==> src/rtl/pipe_hazard_ctrl_pkg.sv <==
// Shared encodings and match helper for the MIPS pipeline hazard controller.
package pipe_hazard_ctrl_pkg;

  // EX operand mux selects
  localparam logic [1:0] FWD_REG   = 2'b00;
  localparam logic [1:0] FWD_EXMEM = 2'b10;
  localparam logic [1:0] FWD_MEMWB = 2'b01;

  // Hazard FSM state encodings
  localparam logic ST_RUN    = 1'b0;
  localparam logic ST_LSTALL = 1'b1;

  // $zero is hard-wired; it never carries a dependency
  localparam logic [4:0] REG_ZERO = 5'd0;

  // True when a writing stage's destination feeds the given source register
  function automatic logic reg_hit(input logic       we,
                                   input logic [4:0] dst,
                                   input logic [4:0] src);
    return we && (dst != REG_ZERO) && (dst == src);
  endfunction

endpackage

==> src/rtl/pipe_hazard_ctrl_fwd_unit.sv <==
// Combinational forwarding selects for the EX ALU operands and the WB->ID bypass.
module pipe_hazard_ctrl_fwd_unit
  import pipe_hazard_ctrl_pkg::*;
(
  input  logic [4:0] id_rs,
  input  logic [4:0] id_rt,
  input  logic [4:0] idex_rs,
  input  logic [4:0] idex_rt,
  input  logic       exmem_regwrite,
  input  logic [4:0] exmem_wreg,
  input  logic       memwb_regwrite,
  input  logic [4:0] memwb_wreg,
  output logic [1:0] fwd_a,
  output logic [1:0] fwd_b,
  output logic       fwdid_a,
  output logic       fwdid_b
);

  // EX/MEM is checked first: it holds the youngest value of a register
  always_comb begin
    fwd_a = FWD_REG;
    if (reg_hit(exmem_regwrite, exmem_wreg, idex_rs)) begin
      fwd_a = FWD_EXMEM;
    end else if (reg_hit(memwb_regwrite, memwb_wreg, idex_rs)) begin
      fwd_a = FWD_MEMWB;
    end

    fwd_b = FWD_REG;
    if (reg_hit(exmem_regwrite, exmem_wreg, idex_rt)) begin
      fwd_b = FWD_EXMEM;
    end else if (reg_hit(memwb_regwrite, memwb_wreg, idex_rt)) begin
      fwd_b = FWD_MEMWB;
    end
  end

  // Register file reads in ID see the value being written back this cycle
  always_comb begin
    fwdid_a = reg_hit(memwb_regwrite, memwb_wreg, id_rs);
    fwdid_b = reg_hit(memwb_regwrite, memwb_wreg, id_rt);
  end

endmodule

==> src/rtl/pipe_hazard_ctrl.sv <==
// Hazard controller for the 5-stage MIPS pipeline: load-use interlock, taken-branch
// flush, EX forwarding selects, WB->ID bypass and saturating stall/flush counters.
module pipe_hazard_ctrl #(
  parameter int unsigned LOAD_STALL_CYCLES = 1,
  parameter int unsigned CNT_W             = 16
) (
  input  logic             CLK,
  input  logic             RST,
  input  logic [4:0]       ID_RS,
  input  logic [4:0]       ID_RT,
  input  logic             ID_USES_RS,
  input  logic             ID_USES_RT,
  input  logic [4:0]       IDEX_RS,
  input  logic [4:0]       IDEX_RT,
  input  logic             IDEX_MemRead,
  input  logic [4:0]       IDEX_WREG,
  input  logic             EXMEM_RegWrite,
  input  logic [4:0]       EXMEM_WREG,
  input  logic             MEMWB_RegWrite,
  input  logic [4:0]       MEMWB_WREG,
  input  logic             PC_SRC,
  output logic             PC_WRITE,
  output logic             IFID_WRITE,
  output logic             IFID_FLUSH,
  output logic             IDEX_BUBBLE,
  output logic             EXMEM_FLUSH,
  output logic [1:0]       FWD_A,
  output logic [1:0]       FWD_B,
  output logic             FWDID_A,
  output logic             FWDID_B,
  output logic [CNT_W-1:0] STALL_CNT,
  output logic [CNT_W-1:0] FLUSH_CNT
);

  import pipe_hazard_ctrl_pkg::*;

  // The first stall cycle is spent in RUN; LSTALL covers the remaining ones
  localparam int unsigned CNT_INIT_INT = (LOAD_STALL_CYCLES > 1) ? (LOAD_STALL_CYCLES - 2) : 0;
  localparam logic [3:0]  CNT_INIT     = CNT_INIT_INT[3:0];

  logic             state_q, state_d;
  logic [3:0]       cnt_q, cnt_d;
  logic [CNT_W-1:0] stall_cnt_q, stall_cnt_d;
  logic [CNT_W-1:0] flush_cnt_q, flush_cnt_d;
  logic             lu;
  logic             stall;

  pipe_hazard_ctrl_fwd_unit u_fwd_unit (
    .id_rs          (ID_RS),
    .id_rt          (ID_RT),
    .idex_rs        (IDEX_RS),
    .idex_rt        (IDEX_RT),
    .exmem_regwrite (EXMEM_RegWrite),
    .exmem_wreg     (EXMEM_WREG),
    .memwb_regwrite (MEMWB_RegWrite),
    .memwb_wreg     (MEMWB_WREG),
    .fwd_a          (FWD_A),
    .fwd_b          (FWD_B),
    .fwdid_a        (FWDID_A),
    .fwdid_b        (FWDID_B)
  );

  // Load-use detection and stall/flush outputs; a taken branch overrides any stall
  always_comb begin
    lu = IDEX_MemRead && (IDEX_WREG != REG_ZERO) &&
         ((ID_USES_RS && (IDEX_WREG == ID_RS)) || (ID_USES_RT && (IDEX_WREG == ID_RT)));
    stall = !PC_SRC && (((state_q == ST_RUN) && lu) || (state_q == ST_LSTALL));

    PC_WRITE    = !stall;
    IFID_WRITE  = !stall;
    IFID_FLUSH  = PC_SRC;
    IDEX_BUBBLE = stall || PC_SRC;
    EXMEM_FLUSH = PC_SRC;
  end

  // FSM next state: extend a load-use stall, abort it on a taken branch
  always_comb begin
    state_d = state_q;
    cnt_d   = cnt_q;
    if (PC_SRC) begin
      state_d = ST_RUN;
      cnt_d   = 4'd0;
    end else begin
      case (state_q)
        ST_RUN: begin
          if (lu && (LOAD_STALL_CYCLES > 1)) begin
            state_d = ST_LSTALL;
            cnt_d   = CNT_INIT;
          end
        end
        ST_LSTALL: begin
          if (cnt_q == 4'd0) begin
            state_d = ST_RUN;
          end else begin
            cnt_d = cnt_q - 4'd1;
          end
        end
        default: begin
          state_d = ST_RUN;
          cnt_d   = 4'd0;
        end
      endcase
    end
  end

  // Saturating event counters
  always_comb begin
    stall_cnt_d = stall_cnt_q;
    flush_cnt_d = flush_cnt_q;
    if (!PC_WRITE && (stall_cnt_q != {CNT_W{1'b1}})) begin
      stall_cnt_d = stall_cnt_q + CNT_W'(1);
    end
    if (PC_SRC && (flush_cnt_q != {CNT_W{1'b1}})) begin
      flush_cnt_d = flush_cnt_q + CNT_W'(1);
    end
  end

  // State and counter registers
  always_ff @(posedge CLK or posedge RST) begin
    if (RST) begin
      state_q     <= ST_RUN;
      cnt_q       <= 4'd0;
      stall_cnt_q <= '0;
      flush_cnt_q <= '0;
    end else begin
      state_q     <= state_d;
      cnt_q       <= cnt_d;
      stall_cnt_q <= stall_cnt_d;
      flush_cnt_q <= flush_cnt_d;
    end
  end

  assign STALL_CNT = stall_cnt_q;
  assign FLUSH_CNT = flush_cnt_q;

endmodule

==> config.mk <==
export PLATFORM = sky130hd
export DESIGN_NAME = pipe_hazard_ctrl
export DESIGN_NICKNAME = d
export VERILOG_FILES = /design/src/rtl/pipe_hazard_ctrl_pkg.sv /design/src/rtl/pipe_hazard_ctrl_fwd_unit.sv /design/src/rtl/pipe_hazard_ctrl.sv
export SDC_FILE = /design/constraint.sdc
export NUM_CORES = 1
export LEC_CHECK = 0
export ABC_AREA = 1
export CORE_ASPECT_RATIO = 1.4
export CORE_MARGIN = 2
export CORE_UTILIZATION = 25
export DETAILED_ROUTE_END_ITERATION = 8
export SYNTH_ARGS = -nofsm -noshare
export SYNTH_HDL_FRONTEND = slang
export SYNTH_SLANG_ARGS = --single-unit
==> constraint.sdc <==
create_clock -name CLK -period 2.2 [get_ports CLK]
set_clock_uncertainty 0.1 [all_clocks]
set_input_delay 0.22 -clock CLK [delete_from_list [all_inputs] [get_ports CLK]]
set_output_delay 0.22 -clock CLK [all_outputs]
set_load 0.02 [all_outputs]
==> results.yml, run 1 <==
clock_tree:
  holdBufCountCts: 0
  clkTransAtPathRegs_ps: 50
  cts_tree: "yes"
  clk_path_buf_depth: 2
  post_cts_resize_count: 9
  cts_setup_buffers: 0
  htreeDepth: 2
  cts_buffers: 5
  cts_sinks: 37
  clock_latency_ps: 270
  root_buffer: "clkbuf_16"
timing:
  drv_slew: 0
  relSlewSlack: 0.6872
  fmax_mhz: 470.5
  rsz0062_at_grt: "false"
  final-setup-viol-count: 0
  fin_crit_sh: 0.9660
  worstMarginPinSlew_ps: 469.2
  fin_crit_ps: 2125
  final_hold_viol_count: 0
layout:
  synthToLayoutAreaGrowth_pct: 46.63
  post-route-util: 0.3718
  diodes: 0
  drive_above_1_share: 0.08454
  nNetsFinal: 532
  finalInstanceArea_um2: 3978
global_routing:
  grt_antenna_before_repair: 0
  grt_overflow_total: 0
  grtUsageTotal: 0.1350
  grt_pass1_vias: 2854
  grt_max_degree: 38
  grt_pass1_wl_mm: 13.01
worst_setup_path:
  startpoint_type: "input port"
  critPathMaxFanout: 2
  critical-path-top-delay-family: "buffers and inverters"
  critPathBufInv: 3
  worstSetupPathType: "input port to output pin"
  cp_cell_sequence: "clkdlybuf4s50_1 > buf_4 > xnor2_1 > nand3_1 > nor4_1 > nor2_1 > dlygate4sd2_1"
  crit_arrival_ps: 1810
  critPathSlowestCell: "clkdlybuf4s50_1"
  max_stage_delay_ps: 440
  cp.depth: 7
  cp.required_ps: 1880
  crit_path_end_kind: "output pin"
  r2r_cells: 10
outcome:
  status: "complete, no violations"
yosys:
  synth_cell_types: 25
  yosysSeqAreaShare: 0.3413
  synth_nets: 429
  ys_seq_elements: 37
  ys_warn_count: 0
  yosysMostFrequentCell: "nand2_1"
  synth_cells: 382
  synth.area.top_cells: "dfrtp_1 (34%), nand2_1 (16%), xor2_1 (9.0%), xnor2_1 (7.7%), inv_1 (6.6%)"
  synth_flop_cell: "dfrtp_1"
  synth_async_sr_flop_share: 1.000
  postSynthAreaPerCell_um2: 7.101
  synth_edf_count: 0
  yosys.area.top_type_share: 0.3413
  yosysTopAreaCell: "dfrtp_1"
  synth_commonest_cells: "nand2_1 (115), inv_1 (48), dfrtp_1 (37)"
  netlist_area_um2: 2713
power:
  p_per_area_nw_per_um2: 550.9
  p_leak_uw: 0.001883
  irDropWorstVdd_mv: 0.5746
job:
  drv_cap: 0
floorplan:
  num_io_pins: 86
  initial_utilization: 0.2536
  num_rows: 45
  die-area_um2: 11710
  fp.dieH_um: 127.3
  die_x_um: 92.04
  core-area_um2: 10700
place:
  hpwl_mm: 6.142
  place_congestion: 0.8317
  port_buffers: 85
  place_area_um2: 3852
drt:
  postRouteAntennaNets: 0
  drc: 0
  routed_wl_mm: 7.836
  initialDrtViolationCount: 127
  routedWlPerCell_um: 12.52
  first_pass_iters: 4
  via_per_inst: 4.471
  vias: 2799
hold_path:
  min_path_type: "input port to async pin"
==> worst reg2reg max path, stage by stage, from the launching register on <==
cell and delay, ps:
dfrtp_1 410, ha_1 280, nand3_2 140, nor3_4 170, nand2_2 80, nor2_2 100
nand2_2 180, nand3_2 160, buf_4 160, nand2_1 60, nand2_1 70
==> through the flow <==
| stage | setup TNS [ps] | setup slack (ps) | hold WS [ps] | total power, µW | cells |
|---|---|---|---|---|---|
| 2_1_floorplan | 0 | 314.8 | 209.2 | 1166 | 382 |
| 3_3_place_gp | -1373 | -160.4 | 349.6 | 1498 | 619 |
| 3_5_place_dp | -1564 | -223.8 | 358.4 | 1508 | 619 |
| 4_1_cts | 0 | 65.18 | 271.8 | 2220 | 626 |
| 5_1_grt | 0 | 9.880 | 308.4 | 2315 | 626 |
| 6_report | 0 | 74.79 | 245.7 | 2191 | 626 |
==> state kept, by name (all words and copies together), names as in the netlist <==
| signal | cells |
|---|---|
| cnt_q | 4 |
| STALL_CNT | 16 |
| FLUSH_CNT | 16 |
| state_q | 1 |
==> layout by cell type (no fill, tap or decap) <==
cell	count
nand2_1	115
xor2_1	28
nor2_1	28
nand3_1	23
nor3_1	14
clkbuf_16	5
ha_1	4
nor4_1	4
nor3_2	1
inv_1	48
o21ai_0	6
clkbuf_8	1
xnor2_1	24
o22ai_1	1
clkdlybuf4s15_1	1
buf_4	25
and2_1	1
clkbuf_1	1
o21ai_1	1
clkdlybuf4s50_1	76
dlygate4sd2_1	6
nand4_1	23
nor3_4	1
a31oi_1	1
nand2_2	3
clkbuf_2	2
nor2_2	1
nand3_2	2
dfrtp_1	37
a21oi_1	2
==> cell type report <==
class                   count  area [µm²]
well taps                 141       176.4
clock buffers               7       142.6
flip-flops and latches     37       925.9
multi-input cells         283        1531
repair buffers            110        1021
inverters                  48       180.2
fillers                  1137        6720
==> metal layers <==
layer  part of all wire  track usage
met4              0.013      0.03600
met5                  0            0
met2               0.50       0.2561
met3              0.071      0.03125
met1               0.41       0.1496
==> power by group <==
| group | internal (µW) | switching, µW |
|---|---|---|
| Combinational | 324 | 321 |
| Sequential | 753 | 98.3 |
| Clock | 444 | 251 |
==> kinds of logic after synthesis <==
logic type,count (synthesis),synth area share
adders and majority gates,4,0.01845
and+or+nand+nor,216,0.3570
buffers and inverters,62,0.09409
DFF,37,0.3413
AOI/OAI and AO/OA,11,0.02122
xor gates and xnor gates,52,0.1679
==> path summary, 6_finish.rpt <==
| path | slack (ps) | startpoint | endpoint |
|---|---|---|---|
| max reg2reg | 230 | STALL_CNT[0]$_DFFE_PP0P_ | STALL_CNT[0]$_DFFE_PP0P_ |
| max in group asynchronous | 1420 | RST | STALL_CNT[3]$_DFFE_PP0P_ |
| min in group CLK | 370 | cnt_q[3]$_DFFE_PP0P_ | cnt_q[3]$_DFFE_PP0P_ |
| min | 250 | RST | FLUSH_CNT[5]$_DFFE_PP0P_ |
| min reg2reg | 370 | cnt_q[3]$_DFFE_PP0P_ | cnt_q[3]$_DFFE_PP0P_ |
| max | 70 | EXMEM_WREG[0] | FWD_B[0] |
No activity file was read; power rests on OpenSTA's default activity.
==> inputs of run 2 (changes only) <==
--- a/config.mk
+++ b/config.mk
@@ -6,7 +6,6 @@
 export NUM_CORES = 1
 export LEC_CHECK = 0
 export ABC_AREA = 1
-export CORE_ASPECT_RATIO = 1.4
 export CORE_MARGIN = 2
 export CORE_UTILIZATION = 25
 export DETAILED_ROUTE_END_ITERATION = 8
==> run 2 against run 1 <==
  * Power fell by 9.9%
  * First-iteration DRC count down 39%
  * Non-clock buffer count down 4
  * Count of clock-buffer cells in the layout is the same
  * Sequential share of layout area grew 0.48 points
  * Setup slack gained 75 ps
  * Register-to-register slack better by 100 ps
  * Clock power fell by 30%
==> results.yml, run 2 (same netlist as run 1, synthesis figures left out) <==
global_routing:
  grt_antenna_before_repair: 0
  grt_pass1_vias: 2759
  grt_pass1_wl_mm: 12.40
  grt_max_degree: 38
  grt_overflow_total: 0
  grtUsageTotal: 0.1292
timing:
  final_hold_viol_count: 0
  drv_slew: 0
  fmax_mhz: 487.8
  final-setup-viol-count: 0
  finalSetupTns_ps: 0
  hold-worst-slack_ps: 238.9
  fin_crit_ps: 2050
  rsz0062_at_grt: "false"
  relSlewSlack: 0.6822
  fin_crit_sh: 0.9319
  worstMarginPinSlew_ps: 476.7
clock_tree:
  clkTransAtPathRegs_ps: 70
  holdBufCountCts: 0
  cts_tree: "yes"
  root_buffer: "clkbuf_8"
  clk_path_buf_depth: 2
  htreeDepth: 2
  clock_latency_ps: 290
  cts_buffers: 5
  cts_sinks: 37
  cts_setup_buffers: 0
drt:
  vias: 2725
  drc: 0
  via_per_inst: 4.388
  routed_wl_mm: 7.326
  first_pass_iters: 5
  postRouteAntennaNets: 0
  initialDrtViolationCount: 77
  routedWlPerCell_um: 11.80
layout:
  synthToLayoutAreaGrowth_pct: 43.68
  final_common_cell: "nand2_1"
  fin_cells: 621
  post-route-util: 0.3643
  multiInputGateArea_um2: 1544
  drive_above_1_share: 0.08316
  regArea_um2: 925.9
  mostFrequentLayoutCells: "nand2_1 (115), clkdlybuf4s50_1 (74), inv_1 (48)"
  nNetsFinal: 528
  nFillCells: 1145
  diodes: 0
power:
  p_per_area_nw_per_um2: 506.3
  swShare: 0.3317
  combPwrFrac: 0.322
  power_frac_seq: 0.432
  power.internal_uw: 1319
  switchingPower_uw: 654.6
  p_leak_uw: 0.001841
  irDropWorstVdd_mv: 0.5127
  p_clk_frac: 0.246
job:
  drv_cap: 0
worst_setup_path:
  crit_path_start: "MEMWB_WREG[1]"
  critPathBufInv: 2
  cp.required_ps: 1880
  crit_path_end_kind: "output pin"
  critical-path-top-delay-family: "buffers and inverters"
  critPathMaxFanout: 4
  critPathSlowestCell: "clkdlybuf4s50_1"
  worstSetupPathType: "input port to output pin"
  crit_arrival_ps: 1730
  cp_cell_sequence: "clkdlybuf4s50_1 > xor2_1 > nor3_1 > nand3_1 > nor3_1 > dlygate4sd2_1"
  startpoint_type: "input port"
  r2r-start: "STALL_CNT[1]$_DFFE_PP0P_"
  crit_path_frequent_cell: "nor3_1"
  r2r_cells: 9
  max_stage_delay_ps: 490
  regToRegSetupSlack_ps: 330
  worstReg2RegEnd: "STALL_CNT[3]$_DFFE_PP0P_"
floorplan:
  num_io_pins: 86
  die_x_um: 108.2
  die-area_um2: 11700
  num_rows: 38
  fp.dieH_um: 108.2
  core-area_um2: 10700
  initial_utilization: 0.2536
place:
  place_congestion: 0.8219
  hpwl_mm: 5.662
  dp.cells: 614
  port_buffers: 85
hold_path:
  min_path_type: "input port to async pin"
outcome:
  status: "complete, no violations"
-- run 2: metrics by stage --
stage | area, µm² | setup WS (ps) | total power (µW)
5_1_grt | 3897 | 2.194 | 2095
2_1_floorplan | 2713 | 314.8 | 1166
6_report | 3897 | 149.8 | 1973
3_3_place_gp | 3819 | -141.8 | 1489
3_5_place_dp | 3819 | -199.9 | 1499
4_1_cts | 3905 | 134.1 | 2001
-- run 2: worst max-delay path by stage --
stage	end	slack (ps)	depth (start not counted)
2_1_floorplan	STALL_CNT[7]$_DFFE_PP0P_	310	9
3_3_place_gp	FWD_A[0]	-140	6
3_5_place_dp	FWD_A[1]	-200	6
4_1_cts	IFID_WRITE	130	11
5_1_grt	FWD_A[0]	2	6
6_report	FWD_A[0]	150	6
-- run 2: area by class of cell --
cell class | count | area share
sequential | 37 | 0.2376
multi-input combinational | 283 | 0.3961
timing repair buffer | 106 | 0.2530
inverter | 48 | 0.04623
tap | 140 | 0.04494
clock buffer | 7 | 0.02215
-- run 2: worst reg2reg max path, cell delays in order, from the launching register on --
cell and delay, ps:
dfrtp_1 420, ha_1 280, nand3_2 140, nor3_4 160, nand2_2 90, nor2_2 100
nand2_2 110, buf_4 210, nand4_1 100, nand2_1 50
-- run 2: power groups by stage --
stage | registers [µW] | clock network [µW] | logic [µW]
after detailed placement | 859 | 0 | 640
after CTS | 850 | 507 | 644
after global placement | 862 | 0 | 627
after floorplan | 929 | 0 | 237
after global routing | 863 | 537 | 694
final | 852 | 486 | 635
-- run 2: metal layers --
metal	vias up	global-route usage	wire, µm
li1	1401	-	-
met1	1250	0.1693	3458
met2	66	0.2134	3347
met3	8	0.03496	466
met4	0	0.02839	53
met5	-	0	0
-- run 2: repair_timing --
| item | CTS | global route |
|---|---|---|
| gates cloned | 0 | 0 |
| endpoints found under the hold margin | 0 | 0 |
| gates resized for setup | 13 | 4 |
| endpoints found under the setup margin | 8 | 2 |
==> inputs of run 3 (changes only) <==
--- a/config.mk
+++ b/config.mk
@@ -9,6 +9,7 @@
 export CORE_MARGIN = 2
 export CORE_UTILIZATION = 25
 export DETAILED_ROUTE_END_ITERATION = 8
+export SLEW_MARGIN = 20
 export SYNTH_ARGS = -nofsm -noshare
 export SYNTH_HDL_FRONTEND = slang
 export SYNTH_SLANG_ARGS = --single-unit
==> results of run 3 <==
No change in the layout: final DEF, timing and power equal those of run 2.
